===== src/rtl/rgb_pwm_seq.sv =====
// Power-up sequencer and three-channel PWM generator for the iCE40UP hard RGB LED driver.
// Colour updates are double-buffered and only take effect at a PWM period boundary.
module rgb_pwm_seq #(
  parameter int PWM_BITS      = 8,
  parameter int PRESCALE      = 47,
  parameter int SETTLE_CYCLES = 1200
) (
  input  logic                clk,
  input  logic                rst,
  input  logic                enable,
  input  logic [PWM_BITS-1:0] duty0,
  input  logic [PWM_BITS-1:0] duty1,
  input  logic [PWM_BITS-1:0] duty2,
  input  logic                duty_load,
  output logic                curren,
  output logic                rgbleden,
  output logic                pwm0,
  output logic                pwm1,
  output logic                pwm2,
  output logic                ready
);

  localparam int PW = (PRESCALE > 1) ? $clog2(PRESCALE) : 1;
  localparam int SW = (SETTLE_CYCLES > 1) ? $clog2(SETTLE_CYCLES) : 1;
  localparam logic [PW-1:0]       PRE_LAST = PW'(PRESCALE - 1);
  localparam logic [SW-1:0]       SET_LAST = SW'(SETTLE_CYCLES - 1);
  localparam logic [PWM_BITS-1:0] CNT_LAST = '1;

  typedef enum logic [1:0] {IDLE, SETTLE, RUN} state_t;

  state_t              state, state_nxt;
  logic [PW-1:0]       presc;
  logic [PWM_BITS-1:0] cnt;
  logic [SW-1:0]       settle_cnt;
  logic [PWM_BITS-1:0] pend0, pend1, pend2;
  logic [PWM_BITS-1:0] act0, act1, act2;
  logic                pend_valid;
  logic                in_run, stay_run, tick, wrap;

  assign in_run   = (state == RUN);
  assign stay_run = in_run && (state_nxt == RUN);
  assign tick     = in_run && (presc == PRE_LAST);
  assign wrap     = tick && (cnt == CNT_LAST);

  always_comb begin
    state_nxt = state;
    case (state)
      IDLE:    if (enable) state_nxt = SETTLE;
      SETTLE:  if (!enable) state_nxt = IDLE;
               else if (settle_cnt == '0) state_nxt = RUN;
      RUN:     if (!enable) state_nxt = IDLE;
      default: state_nxt = IDLE;
    endcase
  end

  always_ff @(posedge clk) begin
    if (rst) state <= IDLE;
    else     state <= state_nxt;
  end

  // Sequencing counters: the settle count is only ever loaded from IDLE, so a
  // re-enable always waits the full settle time.
  always_ff @(posedge clk) begin
    if (rst) begin
      presc      <= '0;
      cnt        <= '0;
      settle_cnt <= '0;
    end else begin
      if (!stay_run) begin
        presc <= '0;
        cnt   <= '0;
      end else if (tick) begin
        presc <= '0;
        cnt   <= cnt + 1'b1;
      end else begin
        presc <= presc + 1'b1;
      end

      if (state == IDLE && state_nxt == SETTLE)
        settle_cnt <= SET_LAST;
      else if (state == SETTLE && state_nxt == SETTLE)
        settle_cnt <= settle_cnt - 1'b1;
      else
        settle_cnt <= '0;
    end
  end

  // Duty double buffer: a load that cannot disturb a running period (not in RUN,
  // or coinciding with the wrap) is applied immediately.
  always_ff @(posedge clk) begin
    if (rst) begin
      pend0      <= '0;
      pend1      <= '0;
      pend2      <= '0;
      act0       <= '0;
      act1       <= '0;
      act2       <= '0;
      pend_valid <= 1'b0;
    end else if (duty_load) begin
      pend0 <= duty0;
      pend1 <= duty1;
      pend2 <= duty2;
      if (!in_run || wrap) begin
        act0       <= duty0;
        act1       <= duty1;
        act2       <= duty2;
        pend_valid <= 1'b0;
      end else begin
        pend_valid <= 1'b1;
      end
    end else if (wrap && pend_valid) begin
      act0       <= pend0;
      act1       <= pend1;
      act2       <= pend2;
      pend_valid <= 1'b0;
    end
  end

  // Output stage: registered from the next state so every pin changes in the
  // same cycle the FSM does; PWM lags the counter by one cycle.
  always_ff @(posedge clk) begin
    if (rst) begin
      curren   <= 1'b0;
      rgbleden <= 1'b0;
      ready    <= 1'b0;
      pwm0     <= 1'b0;
      pwm1     <= 1'b0;
      pwm2     <= 1'b0;
    end else begin
      curren   <= (state_nxt != IDLE);
      rgbleden <= (state_nxt == RUN);
      ready    <= (state_nxt == RUN);
      pwm0     <= stay_run && (cnt < act0);
      pwm1     <= stay_run && (cnt < act1);
      pwm2     <= stay_run && (cnt < act2);
    end
  end

endmodule


===== config.mk =====
export PLATFORM = sky130hd
export DESIGN_NAME = rgb_pwm_seq
export DESIGN_NICKNAME = d
export VERILOG_FILES = /design/src/rtl/rgb_pwm_seq.sv
export SDC_FILE = /design/constraint.sdc
export NUM_CORES = 1
export LEC_CHECK = 0
export CAP_MARGIN = 20
export CORE_MARGIN = 2
export CORE_UTILIZATION = 45
export CTS_CLUSTER_SIZE = 8
export DETAILED_ROUTE_END_ITERATION = 16
export PLACE_DENSITY_LB_ADDON = 0.08
export SYNTH_ARGS = -nofsm -noshare
export SYNTH_HDL_FRONTEND = slang
export SYNTH_SLANG_ARGS = --single-unit

===== constraint.sdc =====
create_clock -name clk -period 1.93 [get_ports clk]
set_clock_uncertainty 0.2 [all_clocks]
set_input_delay 0.386 -clock clk [delete_from_list [all_inputs] [get_ports clk]]
set_output_delay 0.386 -clock clk [all_outputs]
set_load 0.05 [all_outputs]

==> impl_summary.txt, run 1 <==
----------------------------------------------------
[Outcome]
  Outcome ... finished, violations left
  Violations in the final reports ... negative setup slack

[STA]
  Number of endpoints with negative hold slack in the final report ... 0
  Number of failing setup endpoints in the final timing report ... 15
  Unrepaired setup endpoints after global routing ... true
  Final worst slack ... -0.0908 ns
  Slew at the pin closest to its max-slew limit ... 0.500 ns
  Clock period minus final worst setup slack ... 2.02 ns
  Fraction of the cycle the final worst path needs ... 105%
  Post-route setup TNS ... -0.530 ns
  Number of pins exceeding their max-slew limit in the final report ... 0
  Highest achievable clock rate ... 0.495 GHz
  Worst max-slew margin expressed relative to the limit ... 66.7%

[Floorplanning]
  Y dimension of the die ... 98.3 µm
  Horizontal die dimension ... 98.3 µm
  Placeable Area ... 8680 µm²
  Die area ... 9660 µm²
  Site Rows ... 34
  Initial standard-cell utilization of the core ... 46.1%
  Ports placed on the boundary ... 34

[Power and ir drop]
  IR drop worst, VDD ... 0.000406 V
  Power density over cell area ... 682 nW/µm²
  Static leakage power ... 2.01 nW

[Final layout]
  Filler Cell Count ... 816
  Ant diodes ... 0
  Total Nets Final ... 566
  Leading cell type in the layout, fill and taps excluded ... sky130_fd_sc_hd__dfxtp_1
  Layout-stage area growth over the synthesis result ... 27.0%
  Fraction of layout cells with a size suffix above 1 ... 19.9%
  Commonest cells after routing, fill and taps aside ... 75 x sky130_fd_sc_hd__dfxtp_1, 48 x sky130_fd_sc_hd__nor2_1, 43 x sky130_fd_sc_hd__buf_4

[Synthesis]
  Average footprint of a synthesized cell ... 8.83 µm²
  Synthesized netlist net count ... 507
  Yosys warning total ... 0
  Sequential element share of the synthesized area ... 40.5%
  Top cells by area, synth ... sky130_fd_sc_hd__dfxtp_1 41%, sky130_fd_sc_hd__ha_1 8.1%, sky130_fd_sc_hd__mux2i_1 6.3%
  Cell type with the largest total area after synthesis ... sky130_fd_sc_hd__dfxtp_1
  Proportion of netlist area held by the largest area contributor ... 40.5%
  Flop and latch count out of synthesis ... 81
  Post-synthesis instance area ... 4000 µm²
  Post-synthesis cell type count ... 40
  Post-Syn Instances ... 453

[Run]
  Maxcap violations ... 0

[Place]
  Sum of net half-perimeters after detailed placement ... 6560 µm
  Number of I/O port buffers ... 33
  Weighted congestion at the end of routability-driven global placement ... 0.840
  Worst slack at placement ... -0.269 ns

[GRT]
  Wire length of the first global-routing pass ... 16,900 µm
  Initial antenna violation count ... 0
  Total routing usage reported by global routing ... 21.4%
  Number of global-route vias before repair ... 3,439
  GRT Residual Overflow ... 0
  Maximum number of pins on one net before global-route repair ... 40

[Route]
  Vias per cell ... 5.64
  Post-detailed-route wirelength per cell ... 16.0 µm
  Vias after detailed routing ... 3,525
  Violation count after the first detailed-route iteration ... 175
  ANT nets after route ... 0
  First-pass detailed-route iteration total ... 5
  Final wirelength ... 9970 µm
  Total DRC errors in the routed layout ... 0

[Clock network]
  Clock tree buffer depth ... 2
  CTS H-tree depth ... 3
  Cts bufs inserted ... 9
  Clock latency on the worst-skew pair ... 0.36 ns
  Clk sinks ... 81
  Post-CTS Hold Fix Bufs ... 0
  Clock tree from TritonCTS ... yes
  Clock-pin slew on the worst setup and hold paths ... 0.09 ns
  Clock root cell ... sky130_fd_sc_hd__clkbuf_8

[Worst hold path]
  Number of cells on the worst hold path ... 3
  Worst min-delay path category ... in -> reg

[Worst setup path]
  Data required time at the worst endpoint ... 2.01 ns
  Element type at the critical path start ... register
  Worst setup path class ... reg -> reg
  Signal arrival time at the worst endpoint ... 2.10 ns
  Slowest CP cell ... sky130_fd_sc_hd__or4_4
  Largest fanout on the critical path ... 6
  Number of cells on the worst reg-to-reg path ... 6
  Type of element capturing the critical path ... register
  Largest stage delay on the critical path ... 0.51 ns
  CP cell instances ... inv_2 > ha_4 > nand3b_1 > or4_4 > or4_1 > o211ai_1

----------------------------------------------------
[report_power, final]
part | switching [mW] | internal [mW]
sequential | 0.0593 | 1.77
clock | 0.637 | 0.469
combinational | 0.270 | 0.262
total | 0.967 | 2.50
[final cells by class]
| type | instances | area [µm²] | share of cell area [%] |
|---|---|---|---|
| clock inverter | 4 | 30.0 | 0.591 |
| clock buffer | 12 | 135 | 2.66 |
| timing repair buffer | 78 | 748 | 14.7 |
| sequential | 81 | 1630 | 32.1 |
| multi-input combinational | 313 | 2300 | 45.2 |
| inverter | 29 | 109 | 2.14 |
| tap | 108 | 135 | 2.66 |
[sequential cells by signal, summed over array words and instances, names as in the netlist, 6 cells and up]
signal,count
pend0,8
cnt,8
act0,8
act2,8
presc,6
pend2,8
settle_cnt,11
act1,8
pend1,8
[Yosys cell counts (all sizes together)]
cell type and instances:
a21oi 12, clkbuf 23, or3b 2, nand4 5, a2111oi 2, nor3b 5
or2 1, a211o 2, and4 2, or4 8, nand3b 3, o21ai 15
ha 26, o211ai 8, nand2 26, nand2b 5, nand3 32, dfxtp 81
a21o 3, xor2 7, and3 1, buf 8, mux2i 25, and3b 1
inv 29, a32oi 12, nor4bb 2, nor2 48, nand4b 2, o221ai 16
nor4 4, xnor2 11, nor3 12, a31oi 12, or3 2
[metrics by stage]
stage                     hold slack, ns  std cells  util, %  total power [mW]  area, µm²
after floorplan                    0.230        453        -              2.18       4020
after global placement             0.265        601     53.6              2.35       4650
after detailed placement           0.274        602     53.8              2.37       4670
after CTS                          0.277        626     58.4              3.47       5070
after global routing               0.285        625     58.6              3.63       5080
final                              0.273        625     58.6              3.46       5080
[per-layer routing]
metal	share of wire [%]	routed length (µm)	vias to the layer above	global-route usage [%]
li1	-	-	1763	-
met1	47	4720	1674	29.2
met2	47	4690	69	34.9
met3	3.5	353	19	2.93
met4	2.0	204	0	7.48
met5	0	0	-	0
[kinds of logic after synthesis]
logic type	synth area share (%)
multiplexers	6.25
buffers and inverters	6.07
AND/OR/NAND/NOR	20.8
XOR/XNOR	3.94
AO/OA/AOI/OAI	14.3
flip-flops	40.5
adder cells (fa/ha/maj)	8.13
[worst max-delay path: cells and delay by family, from the launching register on]
family                   cells  cell delay, ns
AND/OR/NAND/NOR              3            1.12
flip-flops                   1            0.33
adder cells (fa/ha/maj)      1            0.13
AO/OA/AOI/OAI                1            0.11
buffers and inverters        1            0.06
[worst paths after layout]
path / start / endpoint / slack [ns]
worst max-delay path: presc[0]$_SDFF_PP0_ / act2[1]$_SDFFE_PP0P_ / -0.09
worst min-delay path: rst / cnt[6]$_SDFFE_PP0P_ / 0.27
worst max register to register: presc[0]$_SDFF_PP0_ / act2[1]$_SDFFE_PP0P_ / -0.09
worst min register to register: pend1[0]$_SDFFE_PP0P_ / pend1[0]$_SDFFE_PP0P_ / 0.29
[timing repair]
item / CTS / global route
setup buffers: 5 / 0
resized for setup: 29 / 7
setup endpoints to repair: 24 / 33
gates cloned: 3 / 0
pin swaps: 6 / 1
Power figures use the tool's default switching activity.
==> run 2: changes to the inputs <==
Settings changed: CAP_MARGIN 20 to 5, CTS_CLUSTER_DIAMETER set to 40, CTS_CLUSTER_SIZE 8 to 30.
==> run 2 against run 1 <==
  * The run still ends with negative setup slack left
  * Total power is 6.8% higher
  * Clock power increased by 23%
  * Global-route usage fell by 0.62 points
  * Register-to-register slack barely moved
  * Sequential power about the same
==> impl_summary.txt, run 2 (synthesized netlist as in run 1, its figures left out) <==
----------------------------------------------------
[Power and ir drop]
  IR drop worst, VDD ... 0.000461 V (+14%)
  Power density over cell area ... 726 nW/µm² (+6.6%)
  Static leakage power ... 2.05 nW (+2.1%)

[Floorplanning]
  Ports placed on the boundary ... 34 (unchanged)
  Horizontal die dimension ... 98.3 µm (unchanged)
  Site Rows ... 34 (unchanged)
  Y dimension of the die ... 98.3 µm (unchanged)
  Placeable Area ... 8680 µm² (unchanged)
  Die area ... 9660 µm² (unchanged)
  Initial standard-cell utilization of the core ... 46.1% (unchanged)

[Worst setup path]
  Type of element capturing the critical path ... register
  Worst setup path class ... reg -> reg
  Data required time at the worst endpoint ... 2.00 ns (about the same)
  Element type at the critical path start ... register
  Worst flop-to-flop path endpoint ... act2[1]$_SDFFE_PP0P_
  Largest fanout on the critical path ... 6 (unchanged)
  Reg-to-reg critical path startpoint ... cnt[1]$_SDFFE_PP0P_
  Number of cells on the worst reg-to-reg path ... 5 (-1)
  Worst-case register-to-register setup slack ... -0.09 ns (about the same)
  Signal arrival time at the worst endpoint ... 2.09 ns (about the same)

[GRT]
  Total routing usage reported by global routing ... 20.8% (-0.62 points)
  Wire length of the first global-routing pass ... 16,400 µm (-2.8%)
  GRT Residual Overflow ... 0 (unchanged)
  Maximum number of pins on one net before global-route repair ... 40 (unchanged)
  Number of global-route vias before repair ... 3,360 (-2.3%)
  Initial antenna violation count ... 0 (unchanged)

[Clock network]
  Clock tree from TritonCTS ... yes
  Clock root cell ... sky130_fd_sc_hd__clkbuf_8
  Clock tree buffer depth ... 2 (unchanged)
  Clock-pin slew on the worst setup and hold paths ... 0.08 ns (about the same)
  Post-CTS Hold Fix Bufs ... 0 (unchanged)
  Clock latency on the worst-skew pair ... 0.35 ns (about the same)
  CTS H-tree depth ... 3 (unchanged)
  Clk sinks ... 81 (unchanged)
  Cts bufs inserted ... 9 (unchanged)

[Run]
  Maxcap violations ... 0 (unchanged)

[STA]
  Fraction of the cycle the final worst path needs ... 105% (-0.13 points)
  Unrepaired setup endpoints after global routing ... true
  Post-route setup TNS ... -0.315 ns (+0.214 ns)
  Final worst slack ... -0.0883 ns (+0.00243 ns)
  Slew at the pin closest to its max-slew limit ... 0.782 ns (+0.282 ns)
  Number of pins exceeding their max-slew limit in the final report ... 0 (unchanged)
  Highest achievable clock rate ... 0.495 GHz (+0.12%)
  Number of failing setup endpoints in the final timing report ... 8 (-7)
  Worst max-slew margin expressed relative to the limit ... 47.7% (-19 points)
  Number of endpoints with negative hold slack in the final report ... 0 (unchanged)
  Clock period minus final worst setup slack ... 2.02 ns (-0.00243 ns)

[Worst hold path]
  Worst min-delay path category ... reg -> reg
  Number of cells on the worst hold path ... 2 (-1)
  WHS Endpoint ... pend2[6]$_SDFFE_PP0P_
  Startpoint of the worst hold path ... pend2[6]$_SDFFE_PP0P_

[Place]
  Sum of net half-perimeters after detailed placement ... 6420 µm (-2.1%)
  Weighted congestion at the end of routability-driven global placement ... 0.840 (unchanged)
  Placed Instance Area ... 4650 µm² (-0.32%)
  Worst slack at placement ... -0.285 ns (-0.0155 ns)
  Placed Cells incl. Taps ... 601 (-0.17%)
  Number of I/O port buffers ... 33 (unchanged)

[Final layout]
  Register containing the most flip-flops in the final layout ... settle_cnt
  Commonest cells after routing, fill and taps aside ... 76 x sky130_fd_sc_hd__dfxtp_1, 48 x sky130_fd_sc_hd__nor2_1, 43 x sky130_fd_sc_hd__buf_4
  Ant diodes ... 0 (unchanged)
  Fraction of layout cells with a size suffix above 1 ... 18.0% (-1.9 points)
  Filler Cell Count ... 809 (-0.86%)
  Total Nets Final ... 567 (+0.18%)
  Number of flip-flops in the largest register ... 11 (unchanged)
  Layout-stage area growth over the synthesis result ... 27.3%
  Total non-filler cell area in the finished layout ... 5090 µm² (+0.22%)
  Leading cell type in the layout, fill and taps excluded ... sky130_fd_sc_hd__dfxtp_1
  Final cell count without fillers ... 625 (unchanged)

[Route]
  First-pass detailed-route iteration total ... 4 (-1)
  ANT nets after route ... 0 (unchanged)
  Total DRC errors in the routed layout ... 0 (unchanged)
  Vias after detailed routing ... 3,456 (-2.0%)
  Final wirelength ... 9810 µm (-1.7%)
  Post-detailed-route wirelength per cell ... 15.7 µm (-1.7%)
  Violation count after the first detailed-route iteration ... 139 (-21%)
  Vias per cell ... 5.53 (-2.0%)

[Outcome]
  Violations in the final reports ... negative setup slack
  Outcome ... finished, violations left

----------------------------------------------------
-- run 2: per-layer routing --
metal,share of wire (%),vias up,GRT usage [%]
li1,-,1754,-
met1,47,1604,29.1
met2,46,82,32.0
met3,5.2,16,3.29
met4,1.8,0,8.54
met5,0,-,0
-- run 2: how the worst max path moves through the flow --
stage | from | to | slack [ns] | cells after the start
6_report | cnt[1]$_SDFFE_PP0P_ | act2[1]$_SDFFE_PP0P_ | -0.09 | 5
3_3_place_gp | enable | presc[2]$_SDFF_PP0_ | -0.25 | 4
2_1_floorplan | presc[0]$_SDFF_PP0_ | act1[0]$_SDFFE_PP0P_ | -0.06 | 7
4_1_cts | presc[0]$_SDFF_PP0_ | act2[1]$_SDFFE_PP0P_ | -0.06 | 6
5_1_grt | cnt[1]$_SDFFE_PP0P_ | act2[1]$_SDFFE_PP0P_ | -0.13 | 5
3_5_place_dp | duty_load | act2[1]$_SDFFE_PP0P_ | -0.28 | 4
-- run 2: final cells by class --
type / count / area, µm² / area share [%]
repair buffers: 79 / 761 / 14.9
flip-flops and latches: 81 / 1630 / 32.0
inverters: 29 / 109 / 2.14
clock buffers: 12 / 145 / 2.85
multi-input cells: 313 / 2250 / 44.2
well taps: 108 / 135 / 2.65
clock inverters: 3 / 65.1 / 1.28
-- run 2: repair_timing --
item                       in CTS  in global routing
resized for setup              15                 11
pin swaps                       1                  6
setup buffers                   4                  2
gates cloned                    3                  0
hold endpoints to repair        0                  0
setup endpoints to repair      24                 34
-- run 2: report_power, final --
group          internal, mW  switching (mW)
combinational         0.256           0.265
clock                 0.757           0.599
sequential             1.77          0.0559
-- run 2: per-stage QoR --
step                utilization [%]  power (mW)  hold slack (ns)
finish                         58.7        3.70            0.293
global route                   58.7        3.87            0.303
floorplan                         -        2.18            0.230
global placement               53.6        2.35            0.265
CTS                            57.9        3.72            0.277
detailed placement             53.6        2.37            0.270
-- run 2: critical path: stages (launching register included) --
cell and delay (ns):
sky130_fd_sc_hd__dfxtp_2 0.36, sky130_fd_sc_hd__ha_4 0.15, sky130_fd_sc_hd__nand3_2 0.08, sky130_fd_sc_hd__or4_4 0.60, sky130_fd_sc_hd__or4_4 0.44, sky130_fd_sc_hd__o211ai_1 0.11
